## src/rtl/cache_miss_handler_if.sv

```systemverilog
// CPU, cache and memory signals seen by the miss handler, grouped as one bundle.
// master = controller side, slave = CPU/cache/memory side.
interface cache_miss_handler_if #(
  parameter int DATA_WIDTH = 32,
  parameter int ADDR_WIDTH = 8
);
  logic                  cpu_req_valid;
  logic                  cpu_req_ready;
  logic                  cpu_req_we;
  logic [ADDR_WIDTH-1:0] cpu_req_addr;
  logic [DATA_WIDTH-1:0] cpu_req_wdata;
  logic                  cpu_resp_valid;
  logic [DATA_WIDTH-1:0] cpu_resp_rdata;
  logic [ADDR_WIDTH-1:0] cache_addr;
  logic                  cache_we;
  logic [DATA_WIDTH-1:0] cache_wdata;
  logic                  cache_hit;
  logic [DATA_WIDTH-1:0] cache_rdata;
  logic                  mem_req_valid;
  logic                  mem_req_ready;
  logic                  mem_req_we;
  logic [ADDR_WIDTH-1:0] mem_req_addr;
  logic [DATA_WIDTH-1:0] mem_req_wdata;
  logic                  mem_resp_valid;
  logic [DATA_WIDTH-1:0] mem_resp_rdata;

  modport master (
    input  cpu_req_valid, cpu_req_we, cpu_req_addr, cpu_req_wdata,
    input  cache_hit, cache_rdata,
    input  mem_req_ready, mem_resp_valid, mem_resp_rdata,
    output cpu_req_ready, cpu_resp_valid, cpu_resp_rdata,
    output cache_addr, cache_we, cache_wdata,
    output mem_req_valid, mem_req_we, mem_req_addr, mem_req_wdata
  );

  modport slave (
    output cpu_req_valid, cpu_req_we, cpu_req_addr, cpu_req_wdata,
    output cache_hit, cache_rdata,
    output mem_req_ready, mem_resp_valid, mem_resp_rdata,
    input  cpu_req_ready, cpu_resp_valid, cpu_resp_rdata,
    input  cache_addr, cache_we, cache_wdata,
    input  mem_req_valid, mem_req_we, mem_req_addr, mem_req_wdata
  );
endinterface

```

## src/rtl/cache_miss_handler.sv

```systemverilog
// Miss handler for a direct-mapped write-through, no-write-allocate cache:
// read hits from cache, read misses fill the whole line, stores always go to memory.
module cache_miss_handler #(
  parameter int LOG_NUM_LINES  = 2,
  parameter int LOG_NUM_BLOCKS = 1,
  parameter int DATA_WIDTH     = 32,
  parameter int ADDR_WIDTH     = 8
) (
  input logic clk,
  input logic rst,
  cache_miss_handler_if.master bus
);
  localparam int NUM_BLOCKS = 1 << LOG_NUM_BLOCKS;
  localparam int K_W        = (LOG_NUM_BLOCKS > 0) ? LOG_NUM_BLOCKS : 1;
  localparam logic [ADDR_WIDTH-1:0] OFF_MASK = ADDR_WIDTH'(NUM_BLOCKS - 1);

  // Index plus block offset must fit inside the word address.
  if (LOG_NUM_LINES + LOG_NUM_BLOCKS > ADDR_WIDTH) begin : g_cfg_check
    $error("cache_miss_handler: LOG_NUM_LINES + LOG_NUM_BLOCKS exceeds ADDR_WIDTH");
  end

  typedef enum logic [2:0] {
    IDLE, LOOKUP, FILL_REQ, FILL_WAIT, WR_REQ, WR_WAIT, RESP
  } state_t;

  state_t                state;
  logic [K_W-1:0]        k;
  logic                  we_q;
  logic                  wr_hit;
  logic [ADDR_WIDTH-1:0] addr_q;
  logic [DATA_WIDTH-1:0] wdata_q;
  logic [DATA_WIDTH-1:0] resp_word;

  logic [ADDR_WIDTH-1:0] line_base;
  logic [ADDR_WIDTH-1:0] fill_addr;
  logic                  offset_match;
  logic                  last_blk;

  assign line_base    = addr_q & ~OFF_MASK;
  assign fill_addr    = line_base + ADDR_WIDTH'(k);
  assign offset_match = (addr_q & OFF_MASK) == ADDR_WIDTH'(k);
  assign last_blk     = (k == K_W'(NUM_BLOCKS - 1));

  always_ff @(posedge clk) begin
    if (rst) begin
      state              <= IDLE;
      k                  <= '0;
      bus.cpu_req_ready  <= 1'b1;
      bus.cpu_resp_valid <= 1'b0;
      bus.cpu_resp_rdata <= '0;
      bus.cache_addr     <= '0;
      bus.cache_we       <= 1'b0;
      bus.cache_wdata    <= '0;
      bus.mem_req_valid  <= 1'b0;
      bus.mem_req_we     <= 1'b0;
      bus.mem_req_addr   <= '0;
      bus.mem_req_wdata  <= '0;
    end else begin
      // Single-cycle pulses drop back unless a state below re-arms them.
      bus.cache_we       <= 1'b0;
      bus.cpu_resp_valid <= 1'b0;
      bus.cpu_resp_rdata <= '0;
      case (state)
        IDLE: begin
          if (bus.cpu_req_valid) begin
            we_q              <= bus.cpu_req_we;
            addr_q            <= bus.cpu_req_addr;
            wdata_q           <= bus.cpu_req_wdata;
            bus.cache_addr    <= bus.cpu_req_addr;
            bus.cpu_req_ready <= 1'b0;
            state             <= LOOKUP;
          end
        end
        LOOKUP: begin
          if (we_q) begin
            wr_hit            <= bus.cache_hit;
            bus.mem_req_valid <= 1'b1;
            bus.mem_req_we    <= 1'b1;
            bus.mem_req_addr  <= addr_q;
            bus.mem_req_wdata <= wdata_q;
            state             <= WR_REQ;
          end else if (bus.cache_hit) begin
            resp_word <= bus.cache_rdata;
            state     <= RESP;
          end else begin
            k                 <= '0;
            bus.mem_req_valid <= 1'b1;
            bus.mem_req_we    <= 1'b0;
            bus.mem_req_addr  <= line_base;
            bus.cache_addr    <= line_base;
            state             <= FILL_REQ;
          end
        end
        FILL_REQ: begin
          // Address catches up with k after the previous word's write pulse.
          bus.cache_addr <= fill_addr;
          if (bus.mem_req_ready) begin
            bus.mem_req_valid <= 1'b0;
            state             <= FILL_WAIT;
          end
        end
        FILL_WAIT: begin
          if (bus.mem_resp_valid) begin
            bus.cache_we    <= 1'b1;
            bus.cache_wdata <= bus.mem_resp_rdata;
            if (offset_match) resp_word <= bus.mem_resp_rdata;
            if (last_blk) begin
              state <= RESP;
            end else begin
              k                 <= k + K_W'(1);
              bus.mem_req_valid <= 1'b1;
              bus.mem_req_addr  <= fill_addr + ADDR_WIDTH'(1);
              state             <= FILL_REQ;
            end
          end
        end
        WR_REQ: begin
          if (bus.mem_req_ready) begin
            bus.mem_req_valid <= 1'b0;
            bus.mem_req_we    <= 1'b0;
            if (wr_hit) begin
              bus.cache_we    <= 1'b1;
              bus.cache_wdata <= wdata_q;
            end
            state <= WR_WAIT;
          end
        end
        WR_WAIT: begin
          if (bus.mem_resp_valid) begin
            resp_word <= '0;
            state     <= RESP;
          end
        end
        RESP: begin
          bus.cpu_resp_valid <= 1'b1;
          bus.cpu_resp_rdata <= resp_word;
          bus.cpu_req_ready  <= 1'b1;
          state              <= IDLE;
        end
        default: begin
          bus.cpu_req_ready <= 1'b1;
          state             <= IDLE;
        end
      endcase
    end
  end
endmodule

```

## src/flat_wrapper.sv

```systemverilog
// flat-port wrapper written by rule: the top's interface ports become plain ports
module cache_miss_handler_flat 
#(
  parameter int LOG_NUM_LINES  = 2,
  parameter int LOG_NUM_BLOCKS = 1,
  parameter int DATA_WIDTH     = 32,
  parameter int ADDR_WIDTH     = 8
)
  (clk, rst, bus_cpu_req_valid, bus_cpu_req_we, bus_cpu_req_addr, bus_cpu_req_wdata, bus_cache_hit, bus_cache_rdata, bus_mem_req_ready, bus_mem_resp_valid, bus_mem_resp_rdata, bus_cpu_req_ready, bus_cpu_resp_valid, bus_cpu_resp_rdata, bus_cache_addr, bus_cache_we, bus_cache_wdata, bus_mem_req_valid, bus_mem_req_we, bus_mem_req_addr, bus_mem_req_wdata);
  cache_miss_handler_if #(.DATA_WIDTH(DATA_WIDTH), .ADDR_WIDTH(ADDR_WIDTH)) bus_i ();
  input logic clk;
  input logic rst;
  input wire logic [$bits(bus_i.cpu_req_valid)-1:0] bus_cpu_req_valid;
  input wire logic [$bits(bus_i.cpu_req_we)-1:0] bus_cpu_req_we;
  input wire logic [$bits(bus_i.cpu_req_addr)-1:0] bus_cpu_req_addr;
  input wire logic [$bits(bus_i.cpu_req_wdata)-1:0] bus_cpu_req_wdata;
  input wire logic [$bits(bus_i.cache_hit)-1:0] bus_cache_hit;
  input wire logic [$bits(bus_i.cache_rdata)-1:0] bus_cache_rdata;
  input wire logic [$bits(bus_i.mem_req_ready)-1:0] bus_mem_req_ready;
  input wire logic [$bits(bus_i.mem_resp_valid)-1:0] bus_mem_resp_valid;
  input wire logic [$bits(bus_i.mem_resp_rdata)-1:0] bus_mem_resp_rdata;
  output wire logic [$bits(bus_i.cpu_req_ready)-1:0] bus_cpu_req_ready;
  output wire logic [$bits(bus_i.cpu_resp_valid)-1:0] bus_cpu_resp_valid;
  output wire logic [$bits(bus_i.cpu_resp_rdata)-1:0] bus_cpu_resp_rdata;
  output wire logic [$bits(bus_i.cache_addr)-1:0] bus_cache_addr;
  output wire logic [$bits(bus_i.cache_we)-1:0] bus_cache_we;
  output wire logic [$bits(bus_i.cache_wdata)-1:0] bus_cache_wdata;
  output wire logic [$bits(bus_i.mem_req_valid)-1:0] bus_mem_req_valid;
  output wire logic [$bits(bus_i.mem_req_we)-1:0] bus_mem_req_we;
  output wire logic [$bits(bus_i.mem_req_addr)-1:0] bus_mem_req_addr;
  output wire logic [$bits(bus_i.mem_req_wdata)-1:0] bus_mem_req_wdata;
  assign bus_i.cpu_req_valid = bus_cpu_req_valid;
  assign bus_i.cpu_req_we = bus_cpu_req_we;
  assign bus_i.cpu_req_addr = bus_cpu_req_addr;
  assign bus_i.cpu_req_wdata = bus_cpu_req_wdata;
  assign bus_i.cache_hit = bus_cache_hit;
  assign bus_i.cache_rdata = bus_cache_rdata;
  assign bus_i.mem_req_ready = bus_mem_req_ready;
  assign bus_i.mem_resp_valid = bus_mem_resp_valid;
  assign bus_i.mem_resp_rdata = bus_mem_resp_rdata;
  assign bus_cpu_req_ready = bus_i.cpu_req_ready;
  assign bus_cpu_resp_valid = bus_i.cpu_resp_valid;
  assign bus_cpu_resp_rdata = bus_i.cpu_resp_rdata;
  assign bus_cache_addr = bus_i.cache_addr;
  assign bus_cache_we = bus_i.cache_we;
  assign bus_cache_wdata = bus_i.cache_wdata;
  assign bus_mem_req_valid = bus_i.mem_req_valid;
  assign bus_mem_req_we = bus_i.mem_req_we;
  assign bus_mem_req_addr = bus_i.mem_req_addr;
  assign bus_mem_req_wdata = bus_i.mem_req_wdata;
  cache_miss_handler #(.LOG_NUM_LINES(LOG_NUM_LINES), .LOG_NUM_BLOCKS(LOG_NUM_BLOCKS), .DATA_WIDTH(DATA_WIDTH), .ADDR_WIDTH(ADDR_WIDTH)) u_core (.clk(clk), .rst(rst), .bus(bus_i));
endmodule
```

## config.mk

```make
export PLATFORM = sky130hd
export DESIGN_NAME = cache_miss_handler_flat
export DESIGN_NICKNAME = d
export VERILOG_FILES = /design/src/rtl/cache_miss_handler_if.sv /design/src/rtl/cache_miss_handler.sv /design/src/flat_wrapper.sv
export SDC_FILE = /design/constraint.sdc
export NUM_CORES = 1
export LEC_CHECK = 0
export ABC_CLOCK_PERIOD_IN_PS = 4100
export CORE_UTILIZATION = 42
export DETAILED_ROUTE_END_ITERATION = 6
export PLACE_DENSITY = 0.84
export SLEW_MARGIN = 10
export SYNTH_ARGS = -nofsm -noshare
export SYNTH_HDL_FRONTEND = slang
export SYNTH_SLANG_ARGS = --single-unit
```

## constraint.sdc

```tcl
create_clock -name clk -period 4.1 [get_ports clk]
set_input_delay 0.82 -clock clk [delete_from_list [all_inputs] [get_ports clk]]
set_output_delay 0.82 -clock clk [all_outputs]
set_load 0.005 [all_outputs]
```

# After elaboration in Yosys (flattened, before gate mapping)
# Index checks and enable logic that the tools add are counted.
# Widths: inputs -> output; s select.
[classes]
addsub = 3
eq_ne = 20
n_mux = 47
bitwise_logic = 3
n_reduce_logical = 22
[op_table]
columns = ["op", "n"]
rows = [
  ["$mux 32", 8],
  ["$pmux 32 s3", 1],
  ["$pmux 32 s2", 1],
  ["$mux 8", 6],
  ["$mux 3", 8],
  ["$pmux 8 s3", 1],
  ["$ne 2x2->1 const B", 9],
  ["$pmux 3 s6", 1],
  ["$pmux 8 s2", 1],
  ["$reduce_and 4->1", 4],
  ["$mux 1", 15],
  ["$reduce_and 5->1", 2],
  ["$eq 3x3->1 const B", 3],
  ["$reduce_and 3->1", 3],
  ["$reduce_bool 3->1", 3],
  ["$add 8x1->8", 1],
  ["$add 8x1->8 const B", 1],
  ["$pmux 1 s2", 4],
  ["$reduce_and 7->1", 1],
  ["$eq 3x2->1 const B", 2],
  ["$ne 2x1->1 const B", 3],
  ["$reduce_bool 2->1", 3],
  ["$reduce_or 5->1", 1],
  ["$reduce_and 2->1", 2],
  ["8 further kinds", 11],
]
[word_totals]
ff_bits = 195
inputBits = 111
out_inout_bits = 117

# Depth between registers and ports, before layout
# Gate-level depths: netlist of the first run.
[depth]
depth_word = 5
depth_mapped = 8
depth_no_buf = 5

# Least setup slack after synthesis of the first run
# Ideal clock, no wire load.
[synth_path]
kind = "in2reg"
start = "in rst"
end = "reg u_core.resp_word[0] (enable)"
setup_time_ns = 0.468
arrival_time_ns = 3.632
required_time_ns = 3.632
slack_ns = 0.000
path_stages = 3
n_path_buf = 2
path_cell_list = "clkbuf_1 clkbuf_1 nor3b_1"
[synth_between]
elab_chain_len = 2
[synth_lines]
columns = ["element", "line_no", "source"]
rows = [
  ["start, declared", "flat_wrapper.sv:12", "input logic rst;"],
  ["$not 1->1 (no source line)", "n/a", ""],
  ["$reduce_and 7->1 (no source line)", "n/a", ""],
  ["end signal, assigned", "cache_miss_handler.sv:83", "resp_word <= bus.cache_rdata;"],
  ["end signal, assigned", "cache_miss_handler.sv:106", "if (offset_match) resp_word <= bus.mem_resp_rdata;"],
  ["end, declared", "cache_miss_handler.sv:32", "logic [DATA_WIDTH-1:0] resp_word;"],
]
# Every way passes these cells.
# A chain may end at the register's enable or synchronous reset.

# Final worst setup path of the first run
[layout_path]
start = "in bus_cache_hit"
end = "reg u_core.resp_word[26] (enable)"
[layout_between]
elab_chain_len = 2
[layout_lines]
columns = ["element", "line_no", "source"]
rows = [
  ["start, declared", "flat_wrapper.sv:17", "input wire logic [$bits(bus_i.cache_hit)-1:0] bus_cache_hit;"],
  ["$ne 2x2->1 (no source line)", "n/a", ""],
  ["$reduce_and 7->1 (no source line)", "n/a", ""],
]
# Every way passes these cells.

==> reports/qor.csv, run 1 <==
stage,metric,value,unit
yosys,largest area contributor in the netlist,dfxtp_1,
final_layout,Final nets,943,
final_layout,post-layout instance area,0.0103,mm²
placement,dpl hpwl,13.1,mm
floorplanning,Ports,228,
power_and_ir_drop,power per cell area,524,mW/mm²
placement,Buffers on Ports,227,
final_layout,Util after Layout,0.612,
detailed_routing,post-route antenna net violation count,0,
worst_setup_path,RR Startpoint,u_core.state[1]$_SDFFE_PP0P_,
worst_setup_path,CP max FO,32,
final_layout,synthesis-to-layout area growth,41.2,%
placement,gpl congestion,0.797,
final_layout,fraction of layout cells with a size suffix above 1,0.0652,
worst_setup_path,Setup Crit Path Kind,primary input to flop,
detailed_routing,DRT Pass-1 Iters,4,
min_path,Min-Delay Path Class,flop to flop,
yosys,Synth top area share,0.333,
floorplanning,# rows,47,
timing,final-report hold violation count,0,
min_path,Hold Crit Start,u_core.resp_word[2]$_DFFE_PP_,
timing,Clock Skew,0.00704,ns
timing,f_max,0.393,GHz
timing,RSZ-0062 raised after global routing,no,
clocking,Post-CTS Repair Setup Buffers,0,
detailed_routing,vias per inst,5.22,
yosys,Post-Syn Instances,623,
placement,placed cell area,0.00968,mm²
timing,Tightest Pin Transition,0.905,ns
final_layout,"most common cell after layout, fill and taps aside",clkdlybuf4s50_1,
clocking,Max H-tree Level,4,
clocking,CTS Sinks,195,
global_routing,remaining global-route overflow,0,
clocking,post-cts resize count,0,
clocking,Num CTS Buffers,17,
detailed_routing,DR vias,5557,
power_and_ir_drop,Tot Pwr,5.38,mW
final_layout,"commonest non-fill, non-tap cells in the layout","clkdlybuf4s50_1 (226), dfxtp_1 (121), edfxtp_1 (74), nand2_1 (71), a21oi_1 (47)",
clocking,clock latency on the worst-skew pair,0.42,ns
clocking,CTS Buffer Depth,2,
power_and_ir_drop,Leak,3.57,nW
floorplanning,die area,0.0178,mm²
yosys,"Net Count, Synth",735,
global_routing,largest net degree at the start of global routing,52,
yosys,cell area after synthesis,0.00727,mm²
detailed_routing,WL per Instance,17.8,µm
yosys,Post-synth EDFFs,74,
timing,slew margin rel.,0.395,
floorplanning,die height,134,µm
global_routing,GRT Util Overall,0.215,
worst_setup_path,crit path from,bus_cache_hit,
worst_setup_path,Worst Setup End Kind,flop,
clocking,clk root buf,clkbuf_16,
yosys,dominant synthesized flop cell,dfxtp_1,
yosys,Syn Area/Cell,11.7,µm²
power_and_ir_drop,Worst VDD drop,340,µV
min_path,WHS Path Cells,1,
yosys,Synth area leaders,"dfxtp_1 (33%), edfxtp_1 (31%), mux2i_1 (5.6%), a211oi_1 (4.6%), a22o_1 (3.9%)",
final_layout,number of diodes,0,
yosys,Async SR Flop Fraction,0,
timing,setup tns final,0,ns
worst_setup_path,Reg2Reg Depth,4,
floorplanning,initial core utilization,0.434,
global_routing,global-route wire length before repair,28.9,mm
worst_setup_path,Worst setup SP type,primary input,
timing,post-layout min period,2.55,ns
yosys,Synth cell types,48,
floorplanning,die width,134,µm
timing,post-route setup slack,1.55,ns
placement,Setup Slack @ Placement,1.16,ns
detailed_routing,drt drc,0,
clocking,CTS tree,built,
worst_setup_path,"Arr. time, crit path",2.62,ns
global_routing,antenna violations before repair,0,
global_routing,number of global-route vias before repair,5237,
job,max cap viols,0,
worst_setup_path,worst path required time,4.17,ns
detailed_routing,Routed WL,18.9,mm
timing,Max Slew Vio Count,0,
timing,period utilization,0.621,
timing,setup violators final,0,
clocking,CTS Hold Buffers Added,0,
yosys,yosys warns,0,
clocking,"CTS clk-pin slew, worst paths",0.07,ns
outcome,outcome,"complete, no violations",
floorplanning,core outline area,0.0168,mm²
yosys,post-synthesis sequential area ratio,0.639,
yosys,"FF+latch count, synth",195,
detailed_routing,drt initial violations,326,
==> cell usage after synthesis (5+ instances only) <==
| library cell | count |
|---|---|
| nor2_1 | 46 |
| a21oi_1 | 47 |
| buf_1 | 5 |
| a22o_1 | 32 |
| mux2i_1 | 41 |
| nor2b_1 | 5 |
| dfxtp_1 | 121 |
| edfxtp_1 | 74 |
| a211oi_1 | 45 |
| nand2_1 | 71 |
| buf_2 | 16 |
| clkbuf_1 | 22 |
| xor2_1 | 5 |
| and2_1 | 33 |
==> worst paths after layout <==
path	to	slack, ns
setup / recovery	u_core.resp_word[26]$_DFFE_PP_	1.55
hold / removal	u_core.bus.cpu_resp_rdata[2]$_SDFF_PP0_	0.44
setup reg to reg	u_core.resp_word[26]$_DFFE_PP_	1.61
hold reg to reg	u_core.bus.cpu_resp_rdata[2]$_SDFF_PP0_	0.44
==> critical path: stages <==
cell,delay (ns)
clkdlybuf4s50_1,0.58
nor3b_1,0.29
a31oi_1,0.09
a2bb2oi_1,0.20
nor3b_2,0.18
buf_4,0.41
==> through the flow <==
step / hold slack (ns) / std cells
2_1_floorplan: 0.420 / 623
3_3_place_gp: 0.423 / 1032
3_5_place_dp: 0.429 / 1032
4_1_cts: 0.445 / 1064
5_1_grt: 0.451 / 1064
6_report: 0.441 / 1064
==> per-layer routing <==
layer,share of wire,GRT usage,wire (µm)
met1,0.41,0.257,7700
met2,0.50,0.369,9460
met3,0.072,0.0552,1360
met4,0.021,0.0814,399
met5,0,0,0
==> sequential cells by signal (all words and copies together), names as in the netlist, 3 cells and up <==
name                       cells
u_core.state                   3
u_core.bus.cache_addr          8
u_core.resp_word              32
u_core.bus.mem_req_wdata      32
u_core.bus.mem_req_addr        8
u_core.wdata_q                32
u_core.addr_q                  8
u_core.bus.cpu_resp_rdata     32
u_core.bus.cache_wdata        32
==> kinds of logic after synthesis <==
family,share of synthesized area
compound gates,0.143
xor+xnor,0.00964
fa+ha+maj,0.00172
buf+inv,0.0329
flops,0.639
mux,0.0565
simple gates,0.117
==> report_power, final <==
group,internal [mW],switching (mW)
Sequential,2.28,0.185
Clock,0.875,0.746
Combinational,0.670,0.622
Total,3.83,1.55
==> layout make-up <==
| type | count | area (µm²) |
|---|---|---|
| clock buffer | 18 | 439 |
| clock inverter | 14 | 139 |
| fill | 1338 | 6500 |
| inverter | 2 | 7.51 |
| multi-input combinational | 377 | 2400 |
| sequential | 195 | 4640 |
| tap | 220 | 275 |
| timing repair buffer | 238 | 2350 |
(Power assumes the default switching activity.)
==> inputs of run 2 (changes only) <==
--- a/config.mk
+++ b/config.mk
@@ -5,10 +5,10 @@
 export SDC_FILE = /design/constraint.sdc
 export NUM_CORES = 1
 export LEC_CHECK = 0
-export ABC_CLOCK_PERIOD_IN_PS = 4100
+export ABC_CLOCK_PERIOD_IN_PS = 2650
 export CORE_UTILIZATION = 42
 export DETAILED_ROUTE_END_ITERATION = 6
-export PLACE_DENSITY = 0.84
+export PLACE_DENSITY = 0.81
 export SLEW_MARGIN = 10
 export SYNTH_ARGS = -nofsm -noshare
 export SYNTH_HDL_FRONTEND = slang
==> constraint.sdc (replaced) <==
create_clock -name clk -period 2.65 [get_ports clk]
set_input_delay 0.53 -clock clk [delete_from_list [all_inputs] [get_ports clk]]
set_output_delay 0.53 -clock clk [all_outputs]
set_load 0.005 [all_outputs]
==> run 2 against run 1 <==
Total power is 60% higher. Critical path depth down 1. Clock skew rose by 0.0080 ns. Via count fell by 1.4%. Die area unchanged. Utilization increased by 0.84 points. Critical path type is now flop to flop. Largest power group unchanged. Highest routed layer unchanged.
==> reports/qor.csv, run 2 (same netlist as run 1, synthesis figures left out) <==
stage,metric,value,unit
final_layout,synthesis-to-layout area growth,43.1,%
timing,Max Slew Vio Count,0,
global_routing,largest net degree at the start of global routing,66,
power_and_ir_drop,power per cell area,825,mW/mm²
worst_setup_path,CP max FO,65,
detailed_routing,post-route antenna net violation count,0,
worst_setup_path,Worst setup SP type,flop,
worst_setup_path,Setup Crit Path Kind,flop to flop,
clocking,Num CTS Buffers,17,
clocking,CTS Hold Buffers Added,0,
global_routing,remaining global-route overflow,0,
clocking,CTS Sinks,195,
clocking,post-cts resize count,0,
detailed_routing,drt drc,0,
clocking,clock latency on the worst-skew pair,0.43,ns
final_layout,Final nets,950,
job,max cap viols,0,
final_layout,Util after Layout,0.621,
global_routing,GRT Util Overall,0.218,
worst_setup_path,worst path required time,2.99,ns
placement,gpl congestion,0.794,
detailed_routing,WL per Instance,18.1,µm
floorplanning,die area,0.0178,mm²
clocking,clk root buf,clkbuf_16,
timing,setup tns final,0,ns
timing,f_max,0.486,GHz
final_layout,"commonest non-fill, non-tap cells in the layout","clkdlybuf4s50_1 (226), dfxtp_1 (121), edfxtp_1 (74), nand2_1 (71), a21oi_1 (47)",
clocking,"CTS clk-pin slew, worst paths",0.07,ns
timing,slew margin rel.,0.578,
floorplanning,initial core utilization,0.434,
floorplanning,Ports,228,
worst_setup_path,"Buf+Inv Stages, Crit Path",1,
timing,post-route setup slack,0.592,ns
floorplanning,die height,134,µm
timing,RSZ-0062 raised after global routing,no,
placement,Setup Slack @ Placement,0.294,ns
detailed_routing,DRT Pass-1 Iters,4,
timing,Tightest Pin Transition,0.633,ns
clocking,Post-CTS Repair Setup Buffers,0,
worst_setup_path,Worst Setup End Kind,flop,
global_routing,number of global-route vias before repair,5284,
global_routing,global-route wire length before repair,29.4,mm
final_layout,fraction of layout cells with a size suffix above 1,0.0707,
placement,dpl hpwl,13.0,mm
placement,Buffers on Ports,227,
timing,Clock Skew,0.0150,ns
timing,period utilization,0.776,
clocking,CTS Buffer Depth,2,
timing,post-layout min period,2.06,ns
detailed_routing,drt initial violations,308,
worst_setup_path,"CP delay by family, top",flip-flops,
detailed_routing,DR vias,5477,
worst_setup_path,Worst path slowest cell,dfxtp_1,
floorplanning,# rows,47,
clocking,CTS tree,built,
timing,final-report hold violation count,0,
power_and_ir_drop,Worst VDD drop,475,µV
detailed_routing,vias per inst,5.12,
clocking,Max H-tree Level,4,
floorplanning,die width,134,µm
worst_setup_path,"Arr. time, crit path",2.40,ns
power_and_ir_drop,Leak,3.63,nW
floorplanning,core outline area,0.0168,mm²
timing,setup violators final,0,
detailed_routing,Routed WL,19.3,mm
min_path,Min-Delay Path Class,primary input to flop,
final_layout,number of diodes,0,
final_layout,"most common cell after layout, fill and taps aside",clkdlybuf4s50_1,
worst_setup_path,crit-path cells,and3b_2 -> a32o_2 -> buf_12 -> nor2_1 -> a211oi_1,
global_routing,antenna violations before repair,0,
outcome,outcome,"complete, no violations",
worst_setup_path,crit-path max cell delay,0.71,ns
==> run 2: changes by cell type in the layout (fill, tap and decap cells not counted), moves of 2 or more <==
cell | previous run | this run
buf_12 | 0 | 3
inv_8 | 3 | 0
buf_4 | 12 | 16
bufinv_16 | 1 | 3
==> run 2: worst paths after layout <==
| check | startpoint | end | slack, ns | cells after the start |
|---|---|---|---|---|
| max reg2reg | u_core.state[1]$_SDFFE_PP0P_ | u_core.bus.cache_wdata[8]$_SDFFE_PP0P_ | 0.59 | 5 |
| min reg2reg | u_core.resp_word[12]$_DFFE_PP_ | u_core.bus.cpu_resp_rdata[12]$_SDFF_PP0_ | 0.44 | 1 |
| min | rst | u_core.bus.mem_req_we$_SDFFE_PP0P_ | 0.42 | 2 |
| max | u_core.state[1]$_SDFFE_PP0P_ | u_core.bus.cache_wdata[8]$_SDFFE_PP0P_ | 0.59 | 5 |
==> run 2: report_power, final <==
| part | internal [mW] | switching [mW] |
|---|---|---|
| Sequential | 3.53 | 0.242 |
| Clock | 1.59 | 1.09 |
| Combinational | 1.09 | 1.04 |
| Total | 6.21 | 2.37 |
==> run 2: through the flow <==
stage	instances	hold slack, ns	power (mW)	area, µm²
4_1_cts	1069	0.401	8.63	10400
3_5_place_dp	1039	0.425	5.96	9780
6_report	1069	0.418	8.58	10400
2_1_floorplan	623	0.420	4.95	7280
5_1_grt	1069	0.419	8.96	10400
3_3_place_gp	1039	0.423	5.91	9780
==> run 2: layout make-up <==
cell class              count  area (µm²)
clock inverters            10         144
inverters                   2        7.51
repair buffers            245        2440
clock buffers              20         478
well taps                 220         275
flip-flops and latches    195        4640
fillers                  1368        6360
multi-input cells         377        2410
==> run 2: per-layer routing <==
| layer | wire length (µm) | global-route usage | up-vias |
|---|---|---|---|
| li1 | - | - | 2672 |
| met1 | 8250 | 0.270 | 2593 |
| met2 | 9440 | 0.366 | 188 |
| met3 | 1230 | 0.0537 | 24 |
| met4 | 388 | 0.0859 | 0 |
| met5 | 0 | 0 | - |
